$ cat config.mk
export PLATFORM = sky130hd
export DESIGN_NAME = display_scan_ctrl
export DESIGN_NICKNAME = d
export VERILOG_FILES = /design/src/rtl/display_pkg.sv /design/src/rtl/seg_decode.sv /design/src/rtl/display_scan_ctrl.sv
export SDC_FILE = /design/constraint.sdc
export NUM_CORES = 1
export LEC_CHECK = 0
export BUFFER_PORTS_ARGS = -buffer_cell sky130_fd_sc_hd__buf_2
export CAP_MARGIN = 20
export CORE_ASPECT_RATIO = 0.8
export CORE_MARGIN = 1.5
export CORE_UTILIZATION = 30
export DETAILED_ROUTE_END_ITERATION = 16
export PLACE_DENSITY_LB_ADDON = 0.15
export SLEW_MARGIN = 20
export SYNTH_ARGS = -nofsm -noshare
export SYNTH_HDL_FRONTEND = slang
export SYNTH_SLANG_ARGS = --single-unit
$ cat constraint.sdc
create_clock -name clk -period 3.7 [get_ports clk]
set_clock_uncertainty 0.2 [all_clocks]
set_input_delay 0 -clock clk [delete_from_list [all_inputs] [get_ports clk]]
set_output_delay 0 -clock clk [all_outputs]
set_load 0.05 [all_outputs]
$ cat src/rtl/display_pkg.sv
// Shared constants, segment table and scan-rate helpers for the display scan controller.
package display_pkg;

  localparam logic [6:0] SEG_OFF  = 7'b1111111;
  localparam logic [6:0] SEG_DASH = 7'b0111111;
  localparam int         NUM_DIGITS = 4;

  typedef enum logic {IDLE = 1'b0, SCAN = 1'b1} scan_state_t;

  // Active-low, seg[0]=a .. seg[6]=g; non-BCD nibbles render as a dash.
  function automatic logic [6:0] bcd_to_seg(input logic [3:0] nib);
    case (nib)
      4'd0:    return 7'b1000000;
      4'd1:    return 7'b1111001;
      4'd2:    return 7'b0100100;
      4'd3:    return 7'b0110000;
      4'd4:    return 7'b0011001;
      4'd5:    return 7'b0010010;
      4'd6:    return 7'b0000010;
      4'd7:    return 7'b1111000;
      4'd8:    return 7'b0000000;
      4'd9:    return 7'b0010000;
      default: return SEG_DASH;
    endcase
  endfunction

  function automatic int calc_tick_div(input int clk_hz, input int scan_hz);
    return clk_hz / scan_hz;
  endfunction

  function automatic bit tick_div_ok(input int td);
    return td >= 2;
  endfunction

endpackage

$ cat src/rtl/seg_decode.sv
// Combinational BCD nibble to active-low seven-segment pattern.
module seg_decode
  import display_pkg::*;
(
  input  logic [3:0] nibble,
  output logic [6:0] seg
);

  assign seg = bcd_to_seg(nibble);

endmodule

$ cat src/rtl/display_scan_ctrl.sv
// Four-digit multiplexed seven-segment scanner with a one-entry pending slot
// that is committed only at frame boundaries so frames never tear.
module display_scan_ctrl
  import display_pkg::*;
#(
  parameter int CLK_HZ  = 50000000,
  parameter int SCAN_HZ = 240
) (
  input  logic        clk,
  input  logic        rst,
  input  logic        enable,
  input  logic        blank_lz,
  input  logic [15:0] in_bcd,
  input  logic        in_valid,
  output logic        in_ready,
  output logic [6:0]  seg,
  output logic [3:0]  n_digit,
  output logic        frame_done
);

  localparam int TICK_DIV = calc_tick_div(CLK_HZ, SCAN_HZ);
  localparam int PW       = (TICK_DIV > 2) ? $clog2(TICK_DIV) : 1;
  localparam logic [PW-1:0] PMAX = PW'(TICK_DIV - 1);

  generate
    if (!tick_div_ok(TICK_DIV)) begin : g_bad_div
      $error("display_scan_ctrl: CLK_HZ/SCAN_HZ must be at least 2");
    end
  endgenerate

  scan_state_t state, state_nxt;
  logic [PW-1:0] pscl;
  logic [1:0]    idx;
  logic [15:0]   shown, pend;
  logic          pend_full;
  logic          tick, boundary, drive;

  logic [NUM_DIGITS-1:0][6:0] dec;
  logic [NUM_DIGITS-1:0]      blank;

  // Decode every digit in parallel; the scan index only selects among them.
  generate
    for (genvar d = 0; d < NUM_DIGITS; d++) begin : g_dig
      seg_decode u_dec (.nibble(shown[4*d +: 4]), .seg(dec[d]));
      if (d == 0) begin : g_lsd
        assign blank[d] = 1'b0;
      end else begin : g_msd
        assign blank[d] = blank_lz && (shown[15:4*d] == '0);
      end
    end
  endgenerate

  assign in_ready = ~pend_full;
  assign tick     = (state == SCAN) && (pscl == PMAX);
  assign boundary = tick && (idx == 2'd3);
  // Outputs go dark on the same edge that leaves SCAN.
  assign drive    = (state == SCAN) && enable;

  always_comb begin
    state_nxt = state;
    case (state)
      IDLE:    if (enable)  state_nxt = SCAN;
      SCAN:    if (!enable) state_nxt = IDLE;
      default: state_nxt = IDLE;
    endcase
  end

  always_ff @(posedge clk) begin
    if (rst) state <= IDLE;
    else     state <= state_nxt;
  end

  always_ff @(posedge clk) begin
    if (rst) begin
      pscl       <= '0;
      idx        <= '0;
      shown      <= '0;
      pend       <= '0;
      pend_full  <= 1'b0;
      seg        <= SEG_OFF;
      n_digit    <= 4'b1111;
      frame_done <= 1'b0;
    end else begin
      if (drive) begin
        pscl <= tick ? '0 : pscl + 1'b1;
        if (tick) idx <= idx + 2'd1;
      end else begin
        pscl <= '0;
        idx  <= '0;
      end

      // Capture and commit are mutually exclusive: capture needs an empty slot.
      if (in_valid && !pend_full) begin
        pend      <= in_bcd;
        pend_full <= 1'b1;
      end else if (boundary && pend_full) begin
        shown     <= pend;
        pend_full <= 1'b0;
      end

      frame_done <= boundary;

      if (drive) begin
        n_digit <= ~(4'b0001 << idx);
        seg     <= blank[idx] ? SEG_OFF : dec[idx];
      end else begin
        n_digit <= 4'b1111;
        seg     <= SEG_OFF;
      end
    end
  end

endmodule

# After elaboration in Yosys (flattened, before gate mapping)
# Memories as Yosys holds them, arrays and structs flattened. A register that Yosys moved wholly into a read port is not among the register bits.
# Cells that the tools add are included.
# classes
n_reduce_logical	17
n_eq_ne	2
shift	1
n_bitwise	4
n_mux	15
addsub	2
magnitude_cmp	1
# op_table
cell	n
2-to-1 mux 4 bit	8
adder 18 x 1 -> 18 bit, second input constant	1
== test 18 bit, second input constant	1
binary-select mux 7 bit (select 2 bit)	1
logical NOT 12 bit	1
logical AND 1 bit	8
logical NOT 8 bit	1
2-to-1 mux 7 bit	1
OR reduction 3 bit	2
logical NOT 4 bit	1
2-to-1 mux 1 bit	4
inverter 4 bit	1
left shift 1 x 2 -> 4 bit, first input constant	1
< comparator 2 x 3 -> 1 bit, second input constant	1
inverter 1 bit	3
adder 2 x 1 -> 2 bit, second input constant	1
binary-select mux 1 bit (select 2 bit)	1
== test 2 bit, second input constant	1
AND reduction 2 bit	1
nonzero test 2 bit	1
OR reduction 2 bit	1
logical NOT 1 bit	1
# word_totals
output_inout_bits	13
ff_bits	66
word_cells	55
inputBits	21
memories	4
romBits	448
# mem_list
name	depth	word_bits	rd	rd_ports_with_merged_regs	write_ports	line_no	rtl
(name not given)	16	7	1	1	0	display_pkg.sv:12	case (nib)
(name not given)	16	7	1	1	0	display_pkg.sv:12	
(name not given)	16	7	1	1	0	display_pkg.sv:12	
(name not given)	16	7	1	1	0	display_pkg.sv:12	

# Logic depth before layout (Yosys ltp)
# Gate-level depths: netlist (run 1).
# logic_depth
ltp_word	7
mapped_depth	14
ltp_nobuf	12

# Cells and area by module
# Synthesis (run 1) repeated with hierarchy kept, for this count alone.
# hier_totals
hier_cells	444
hier_area_um2	3676.0
# modules_own_cells
module	area_each_um2	n_inst	cells_per_inst	seq_area_each_um2
display_scan_ctrl	2785.2	1	316	1321.3
seg_decode at g_dig[0].u_dec ...	240.2	2	31	0.0
seg_decode at g_dig[1].u_dec ...	205.2	2	33	0.0

# Worst setup path before layout (run 1)
# Ideal clock, no wire load.
# synth_path
kind	register to register
startpoint	register pscl[0]
endpoint	register g_dig[3].u_dec.seg[1] (netlist name)
arrival_time_ns	2.529
setup_ns	0.103
period_less_slack_ns	2.832
slack_ns	0.868
t_required_ns	3.397
stages_incl_launch_ff	13
path_buffers	2
cell_sequence	dfxtp_1 -> inv_1 -> ha_1 -> and4b_1 -> and4_4 -> nand4_4 -> buf_6 -> buf_6 -> a21oi_1 -> or2_2 -> ha_1 -> o21a_1 -> a2111oi_2
# synth_via
elab_chain_cells	7
# synth_lines
item	line_no	rtl
from (decl)	display_scan_ctrl.sv:32	logic [PW-1:0] pscl;
from (signal assigned)	display_scan_ctrl.sv:85	pscl <= tick ? '0 : pscl + 1'b1;
== test 18 bit	display_scan_ctrl.sv:54	assign tick = (state == SCAN) && (pscl == PMAX);
logical AND 1 bit	display_scan_ctrl.sv:54	
logical AND 1 bit	display_scan_ctrl.sv:55	assign boundary = tick && (idx == 2'd3);
logical AND 1 bit	display_scan_ctrl.sv:96	end else if (boundary && pend_full) begin
AND reduction 2 bit (no source line)	--	
2-to-1 mux 4 bit (no source line) (2 in series)	--	
# Every way passes these cells.
# A chain may end at the register's enable or synchronous reset.

# Final worst setup path (run 1)
# layout_path
startpoint	register idx[1]
endpoint	register g_dig[2].u_dec.seg[4] (netlist name)
# layout_via
elab_chain_cells	6
# layout_lines
item	line_no	rtl
from (decl)	display_scan_ctrl.sv:33	logic [1:0] idx;
from (signal assigned)	display_scan_ctrl.sv:86	if (tick) idx <= idx + 2'd1;
== test 2 bit	display_scan_ctrl.sv:55	
logical AND 1 bit	display_scan_ctrl.sv:55	
logical AND 1 bit	display_scan_ctrl.sv:96	
AND reduction 2 bit (no source line)	--	
2-to-1 mux 4 bit (no source line) (2 in series)	--	
# Every way passes these cells.

==> flow_summary.toml, run 1 <==
[synthesis]
synth_cell_types = 51
synth.most_common_cell = "dfxtp_1"
synthArstFlopShare_pct = 0
synth_cells = 475
synth_nets = 522
syn_area_um2 = 4390
synth-edff-count = 0
avgSynthCellArea_um2 = 9.24
synth_top_cell_by_area = "dfxtp_1"
synth.top_cells.by_area = "dfxtp_1 (43%), ha_1 (7.4%), nand2_1 (5.2%), mux2i_1 (5.0%), nor2_1 (4.7%)"
synth.top_cell.area_share_pct = 42.9
synth-main-ff-cell = "dfxtp_1"
ys_warn_count = 0
yosys-top-cells-count = "dfxtp_1 (94), nand2_1 (61), nor2_1 (55)"
ys_ff_latch = 94
ys_seq_area_share_pct = 42.9

[clock_network]
cts_root_buffer = "clkbuf_16"
cts_buffers = 9
cts_tree = "done"
insertion_delay_ps = 350
clk_pin_slew_ps = 70
cts_htree_levels = 3
cts_buffer_depth = 2
post_cts_buffers = 0
clock_sinks = 94

[min_path]
whs_path_depth = 4
hp-class = "in2reg"

[finish]
stdcell_count = 714
nets = 572
seq_area_um2 = 1880
area_delta_synth_final_pct = 18.9
multi_input_area_um2 = 2280
n_antenna_cell = 0
fillCellCount = 1466
fin_area_um2 = 5220
drive_gt1_share_pct = 15.1

[floorplanning]
initial_core_util_pct = 30.7
die_x_um = 138
die-area_um2 = 15400
pin_count = 34
chipHeight_um = 111
rows = 39
coreArea_um2 = 14300

[global_route]
grt_pass1_wl_um = 16900
antenna_found_initial = 0
grt_most_used_layer = "met1"
grt_max_degree = 34
grt_usage_pct = 14.1
grt_pass1_vias = 3292
grt_use_met2_pct = 19.0
grtUsageMet3_pct = 3.84
grt_use_met1_pct = 20.9
overflow = 0

[setup_path]
worstSetupPathType = "reg2reg"
critPathRequiredTime_ps = 3760
crit_cells = 8
cp_slowest_stage_delay_ps = 670
cp_top_family = "flip-flops"
cp_num_buf_inv = 1
slowest_stage = "dfxtp_1"
crit_chain = "ha_1, nand4_4, buf_4, mux2i_1, nor2_1, ha_1, a2bb2oi_1, a311oi_1"
worst_setup_path_start_kind = "flip-flop"
critPathMaxFanout = 14
r2r_cells = 8
end_kind = "flip-flop"
critPathArrivalTime_ps = 3120
cp_common_cell = "ha_1"

[detailed_routing]
routed_wirelength_um = 10300
vias = 3402
drtIter0Drc = 270
routedWlPerCell_um = 14.4
ant_nets = 0
via_per_inst = 4.76
drtPass1Iterations = 4
drc = 0

[timing]
period_share_pct = 82.7
tightest_slew_ps = 779
rsz0062_at_grt = "no"
finalSetupViolCount = 0
slew_headroom_pct = 47.6
setup_tns_ps = 0
slew_violations = 0
period_needed_ps = 3060
finalHoldViolations = 0
fmax_mhz = 327

[pwr]
powerDensity_nw_per_um2 = 392
ir_drop_mv = 0.214
leakage_nw = 2.08

[placed_design]
gp_congestion = 0.850
dp_hpwl_um = 7680
port_buffers = 33
placed_cells = 677
dpl_cell_area_um2 = 4710

[run]
drv_cap = 0

[status]
run_status = "complete, no violations"
[state kept, by name (all words and copies together), names as in the netlist]
| register | count |
|---|---|
| frame_done | 1 |
| g_dig.u_dec.seg | 28 |
| idx | 2 |
| n_digit | 4 |
| pend | 16 |
| pend_full | 1 |
| pscl | 18 |
| seg | 7 |
| shown | 16 |
| state | 1 |
[timing repair]
action | in CTS | in global routing
hold buffers | 21 | 0
hold endpoints to repair | 32 | 0
resized for setup | 0 | 0
[kinds of logic after synthesis]
| group | synth area share [%] |
|---|---|
| compound gates | 11.7 |
| xor+xnor | 3.39 |
| fa+ha+maj | 7.42 |
| buf+inv | 5.25 |
| flops | 42.9 |
| mux | 10.4 |
| simple gates | 19.0 |
[worst paths after layout]
| check | start | to | slack [ps] |
|---|---|---|---|
| hold reg to reg | pend[12] | pend[12] | 260 |
| setup reg to reg | idx[1] | g_dig[2].u_dec.seg[4] | 640 |
| setup / recovery | idx[1] | g_dig[2].u_dec.seg[4] | 640 |
| hold / removal | in_bcd[0] | pend[0] | 230 |
[per-layer routing]
metal	vias up	routed length, um
met5	-	0
met4	0	146
met3	9	589
met2	70	4010
met1	1610	5520
li1	1713	-
[cells in the final DEF (no fill, tap or decap), types with 3 or more instances in the layout]
cell type | synthesis | routed
a21oi_1 | 34 | 34
a2bb2oi_1 | 5 | 5
and2_1 | 4 | 4
buf_2 | 0 | 33
buf_4 | 1 | 5
clkbuf_16 | 0 | 9
clkinvlp_4 | 0 | 3
dfxtp_1 | 94 | 94
dlygate4sd3_1 | 0 | 21
ha_1 | 26 | 26
inv_1 | 29 | 29
mux2_2 | 3 | 3
mux2i_1 | 22 | 22
mux4_2 | 7 | 7
nand2_1 | 61 | 61
nand2b_1 | 9 | 9
nand3_1 | 9 | 9
nand4_1 | 5 | 5
nor2_1 | 55 | 55
nor3_1 | 8 | 8
nor3b_1 | 4 | 4
o21a_1 | 4 | 4
o21ai_0 | 13 | 13
o22ai_1 | 3 | 3
o2bb2ai_1 | 3 | 3
or2_2 | 4 | 4
xnor2_1 | 8 | 8
xor2_1 | 9 | 9
[through the flow]
stage	total power, W	util (%)	hold slack (ps)	setup slack, ps
global route	0.00213	36.5	245	445
finish	0.00205	36.5	228	641
floorplan	0.00111	-	-64.0	868
detailed placement	0.00114	32.9	47.1	689
CTS	0.00207	36.5	215	675
global placement	0.00114	32.9	41.3	683
[worst min-delay path, cell delays in order]
cell	delay, ps
dlygate4sd3_1	510
buf_2	90
nand2_1	40
a21oi_1	100
[power by group]
group	switching [W]	leakage (nW)	internal (W)	total, W
Combinational	0.0000519	1.19	0.0000374	0.0000892
Clock	0.000394	0.134	0.000521	0.000915
Sequential	0.0000163	0.761	0.00103	0.00104
Total	0.000463	2.08	0.00158	0.00205
[area by class of cell]
type	count	share of cell area (%)
Tap cell	184	4.41
Multi-Input combinational cell	330	43.7
Sequential cell	94	36.1
Inverter	31	2.33
Clock buffer	10	4.39
Clock inverter	6	1.20
Timing Repair Buffer	59	7.92
Note: power is estimated with default switching activity, not from simulation.
==> run 2, diff against run 1 <==
Clock period 3.7 ns to 2.5 ns, I/O delays scaled along.
==> flow_summary.toml, run 2 (synthesized netlist as in run 1, its figures left out) <==
[status]
run_status = "finished, violations left"
violations = "setup timing"

[pwr]
powerDensity_nw_per_um2 = 496
finalPower_w = 0.00301
ir_drop_mv = 0.362
leakage_nw = 2.36

[setup_path]
r2r_end = "g_dig[3].u_dec.seg[1]"
critPathArrivalTime_ps = 2610
cp_num_buf_inv = 2
end_kind = "flip-flop"
slowest_stage = "dfxtp_2"
cp_slowest_stage_delay_ps = 320
cp_top_family = "simple AND/OR/NAND/NOR gates"
critPathRequiredTime_ps = 2550
cp_common_cell = "ha_4"
worstSetupPathType = "reg2reg"
r2r_slack_ps = -60
crit_chain = "inv_2, ha_4, and4b_1, and4_4, nand4_4, buf_12, nor2_4, a21oi_2, or2_4, ha_4, o21a_1, a2111oi_2"
r2r_cells = 12
r2r_start = "pscl[1]"
worst_setup_path_start_kind = "flip-flop"
critPathMaxFanout = 7

[detailed_routing]
routed_wirelength_um = 11600
drc = 0
topRoutingLayerUsed = "met4"
vias = 3625
routedWlPerCell_um = 15.0
drtPass1Iterations = 4
via_per_inst = 4.70
wl_met3_um = 568
drtIter0Drc = 198
met1_length_um = 5810
routed-wl-met2_um = 5020
ant_nets = 0

[finish]
reg.largest.list = "g_dig.u_dec.seg x28, pscl x18"
max_flop_register = "g_dig.u_dec.seg"
final_util_pct = 42.4
mostFrequentLayoutCell = "dfxtp_1"
area_delta_synth_final_pct = 38.3
final_cell_mix = "dfxtp_1 (92), nand2_1 (59), buf_4 (52)"
nets = 628
largest_reg_flops = 28
fillCellCount = 1376
drive_gt1_share_pct = 33.8

[timing]
fmax_mhz = 391
layout_setup_ws_ps = -57.2
setup_tns_ps = -277
finalHoldViolations = 0
period_needed_ps = 2560
slew_headroom_pct = 58.2
slew_violations = 0
finalSetupViolCount = 8
tightest_slew_ps = 619
rsz0062_at_grt = "yes"
period_share_pct = 102

[min_path]
hold-path-endpoint = "shown[1]"
whs_path_depth = 3
min_from = "rst"
hp-class = "in2reg"

[run]
drv_cap = 0

[floorplanning]
rows = 39
coreArea_um2 = 14300
die_x_um = 138
chipHeight_um = 111
initial_core_util_pct = 30.7
pin_count = 34
die-area_um2 = 15400

[global_route]
grt_pass1_vias = 3628
antenna_found_initial = 1
overflow = 0
grt_max_degree = 20
grt_usage_pct = 15.8
grt_pass1_wl_um = 18900

[clock_network]
clock_sinks = 94
insertion_delay_ps = 350
cts_buffer_depth = 2
cts_tree = "done"
clk_pin_slew_ps = 70
cts_htree_levels = 3
cts_root_buffer = "clkbuf_16"
cts_buffers = 9

[placed_design]
port_buffers = 33
place_ws_ps = -244
gp_congestion = 0.794
dp_hpwl_um = 8200
[run 2: changes by cell type in the layout (fill, tap and decap cells not counted), sizes merged]
cell         previous run  this run
buf                    38        91
bufinv                  1         0
clkinvlp                3         1
diode                   0         1
dlygate4sd3            21        24
inv                    31        34
[run 2: worst max-delay path by stage]
stage,startpoint,end,slack [ps],depth (start not counted)
after floorplan,pscl[0],g_dig[3].u_dec.seg[1],-120,12
after global routing,pscl[1],g_dig[3].u_dec.seg[1],-170,12
after global placement,pscl[0],g_dig[0].u_dec.seg[3],-250,11
final,pscl[1],g_dig[3].u_dec.seg[1],-60,12
after detailed placement,pscl[0],g_dig[0].u_dec.seg[3],-240,11
after CTS,pscl[0],g_dig[3].u_dec.seg[6],-100,13
[run 2: what timing repair did]
action	CTS	global route
buffers inserted	3	11
gates cloned	1	0
pin swaps	13	19
hold endpoints to repair	30	0
setup endpoints to repair	15	28
resized for setup	33	44
hold buffers	24	0
[run 2: through the flow]
stage | instances | hold WS, ps | area [um2]
5_1_grt | 770 | 118 | 6060
4_1_cts | 763 | 72.8 | 5840
3_3_place_gp | 720 | 43.3 | 5110
6_report | 771 | 98.8 | 6070
3_5_place_dp | 720 | 49.8 | 5110
2_1_floorplan | 475 | -64.0 | 4440
[run 2: power by group]
group | switching (W) | internal [W] | total, W
registers | 0.0000254 | 0.00152 | 0.00154
clock network | 0.000626 | 0.000692 | 0.00132
logic | 0.0000853 | 0.0000655 | 0.000151
total | 0.000737 | 0.00227 | 0.00301
[run 2: area by class of cell]
class / instances / area, um2 / area share [%]
Multi-Input combinational cell: 330 / 2660 / 43.8
Sequential cell: 94 / 1880 / 31.1
Timing Repair Buffer: 115 / 881 / 14.5
Tap cell: 184 / 230 / 3.79
Clock buffer: 10 / 229 / 3.77
Inverter: 31 / 129 / 2.12
Clock inverter: 6 / 53.8 / 0.887
Antenna cell: 1 / 2.50 / 0.0412
[run 2: metal layers]
metal / track usage, % / up-vias
met3: 4.19 / 11
met5: 0 / -
met4: 5.47 / 0
met1: 21.9 / 1709
met2: 23.7 / 70
li1: - / 1835
[run 2: worst reg2reg max path, stage by stage (launching register included)]
cell	delay, ps
dfxtp_2	320
inv_2	60
ha_4	120
and4b_1	180
and4_4	230
nand4_4	120
buf_12	180
nor2_4	100
a21oi_2	30
or2_4	290
ha_4	250
o21a_1	170
a2111oi_2	200
==> run 3, diff against run 2 <==
Settings changed: ABC_AREA set to 1, CORE_ASPECT_RATIO 0.8 to 0.5.
==> flow_summary.toml, run 3 <==
[status]
run_status = "complete, no violations"

[synthesis]
synth_cell_types = 35
ys_warn_count = 0
synth-edff-count = 0
synth.most_common_cell = "nand2_1"
synth_top_cell_by_area = "dfxtp_1"
synth.top_cells.by_area = "dfxtp_1 (42%), nand2_1 (8.9%), inv_1 (7.5%), ha_1 (7.2%), nor2_1 (6.1%)"
syn_area_um2 = 4530
ys_ff_latch = 94
ys_seq_area_share_pct = 41.6
synth-main-ff-cell = "dfxtp_1"
synth_cells = 595
avgSynthCellArea_um2 = 7.61
synthArstFlopShare_pct = 0
yosys-top-cells-count = "nand2_1 (107), dfxtp_1 (94), inv_1 (90)"
synth_nets = 642
synth.top_cell.area_share_pct = 41.6

[global_route]
antenna_found_initial = 0
grt_max_degree = 29
grt_pass1_vias = 3907
grt_pass1_wl_um = 18400
grt_usage_pct = 14.7
overflow = 0

[detailed_routing]
drc = 0
drtPass1Iterations = 4
ant_nets = 0
routedWlPerCell_um = 12.5
routed_wirelength_um = 11200
vias = 3928
via_per_inst = 4.39
drtIter0Drc = 171

[timing]
period_needed_ps = 2440
fmax_mhz = 411
layout_setup_ws_ps = 64.8
slew_headroom_pct = 56.9
tightest_slew_ps = 638
slew_violations = 0
finalHoldViolations = 0
period_share_pct = 97.4
finalSetupViolCount = 0
rsz0062_at_grt = "yes"

[finish]
drive_gt1_share_pct = 25.0
final_cell_mix = "nand2_1 (96), dfxtp_1 (91), inv_1 (80)"
largest_reg_flops = 28
area_delta_synth_final_pct = 30.5
fin_area_um2 = 5910
reg.largest.list = "g_dig.u_dec.seg x28, pscl x18"
n_antenna_cell = 0
mostFrequentLayoutCell = "nand2_1"
nets = 738
max_flop_register = "g_dig.u_dec.seg"
final_util_pct = 40.5

[setup_path]
cp_slowest_stage_delay_ps = 330
cp_top_family = "simple AND/OR/NAND/NOR gates"
critPathMaxFanout = 7
end_kind = "flip-flop"
cp_num_buf_inv = 5
slowest_stage = "dfxtp_2"
crit_chain = "inv_2, ha_4, inv_1, nor2_2, nand2_2, nor2_4, nand4_4, clkinv_4, nand2_1, nand3_2, inv_2, ha_1, inv_1, nand4_1, nand3_1, nand2_1"
worst_setup_path_start_kind = "flip-flop"
critPathRequiredTime_ps = 2550
worstSetupPathType = "reg2reg"
critPathArrivalTime_ps = 2480

[pwr]
powerDensity_nw_per_um2 = 509
leakage_nw = 2.87
finalPower_w = 0.00300
ir_drop_mv = 0.306

[placed_design]
dpl_cell_area_um2 = 5100
dp_hpwl_um = 8040
gp_congestion = 0.847
place_ws_ps = 42.4
port_buffers = 33

[clock_network]
cts_root_buffer = "clkbuf_16"
clk_pin_slew_ps = 70
cts_buffer_depth = 2
clock_sinks = 94
cts_buffers = 9
cts_htree_levels = 3
cts_tree = "done"
insertion_delay_ps = 340

[floorplanning]
coreArea_um2 = 14600
rows = 31
initial_core_util_pct = 31.0
chipHeight_um = 89.9
pin_count = 34
die-area_um2 = 15900
die_x_um = 177

[run]
drv_cap = 0

[min_path]
hp-class = "in2reg"
run 3: cell types whose count changed in the layout (fill, tap and decap cells not counted), sizes merged, moves of 7 or more:
cell,delta
nand3,+26
nor2,+25
nand2b,-9
nand4,+28
xnor2,-7
buf,-16
mux4,-7
inv,+69
a21oi,-14
xor2,-8
nand2,+64
o21ai,+16
mux2i,-23
run 3: power breakdown:
part	switching, W	total [W]	internal (W)
clock network	0.000631	0.00132	0.000688
registers	0.0000119	0.00153	0.00152
logic	0.0000854	0.000151	0.0000659
total	0.000729	0.00300	0.00228
run 3: repair_timing:
| action | CTS | global route |
|---|---|---|
| resized for setup | 0 | 49 |
| endpoints found under the hold margin | 31 | 0 |
| setup buffers | 0 | 9 |
| endpoints found under the setup margin | 0 | 23 |
| hold buffers | 25 | 0 |
run 3: worst register-to-register path, cell delays in order (launching register included):
cell	delay, ps
dfxtp_2	330
inv_2	60
ha_4	130
inv_1	40
nor2_2	130
nand2_2	90
nor2_4	190
nand4_4	240
clkinv_4	150
nand2_1	80
nand3_2	80
inv_2	50
ha_1	280
inv_1	50
nand4_1	110
nand3_1	100
nand2_1	50
run 3: logic make-up (layout without fill, tap and decap cells):
group	Yosys count	count (layout)	synth area share (%)
AOI/OAI and AO/OA	60	60	7.35
xor gates and xnor gates	2	2	0.387
adders and majority gates	26	26	7.19
buffers and inverters	119	219	10.6
DFF	94	94	41.6
and+or+nand+nor	294	295	32.9
run 3: cell type report:
class | count | area [um2]
Fill cell | 1522 | 8680
Multi-Input combinational cell | 383 | 2330
Sequential cell | 94 | 1890
Timing Repair Buffer | 100 | 774
Inverter | 103 | 392
Tap cell | 198 | 248
Clock buffer | 9 | 225
Clock inverter | 7 | 53.8
run 3: path summary, 6_finish.rpt:
path,depth (start not counted),from,slack [ps],to
hold / removal,4,in_valid,240,pend_full
setup / recovery,16,pscl[1],60,g_dig[0].u_dec.seg[3]
hold reg to reg,2,pend[4],260,pend[4]
setup reg to reg,16,pscl[1],60,g_dig[0].u_dec.seg[3]
run 3: metal layers:
| metal | track usage (%) | share of wire [%] | up-vias |
|---|---|---|---|
| li1 | - | - | 2078 |
| met1 | 19.2 | 50 | 1818 |
| met2 | 24.4 | 47 | 25 |
| met3 | 3.30 | 2.4 | 7 |
| met4 | 3.81 | 0.71 | 0 |
| met5 | 0 | 0 | - |
run 3: through the flow:
step | setup TNS, ps | cells | hold WS, ps
2_1_floorplan | 0 | 595 | -128
3_3_place_gp | 0 | 843 | 28.3
3_5_place_dp | 0 | 843 | 33.4
4_1_cts | 0 | 884 | 226
5_1_grt | -938 | 894 | 273
6_report | 0 | 894 | 240
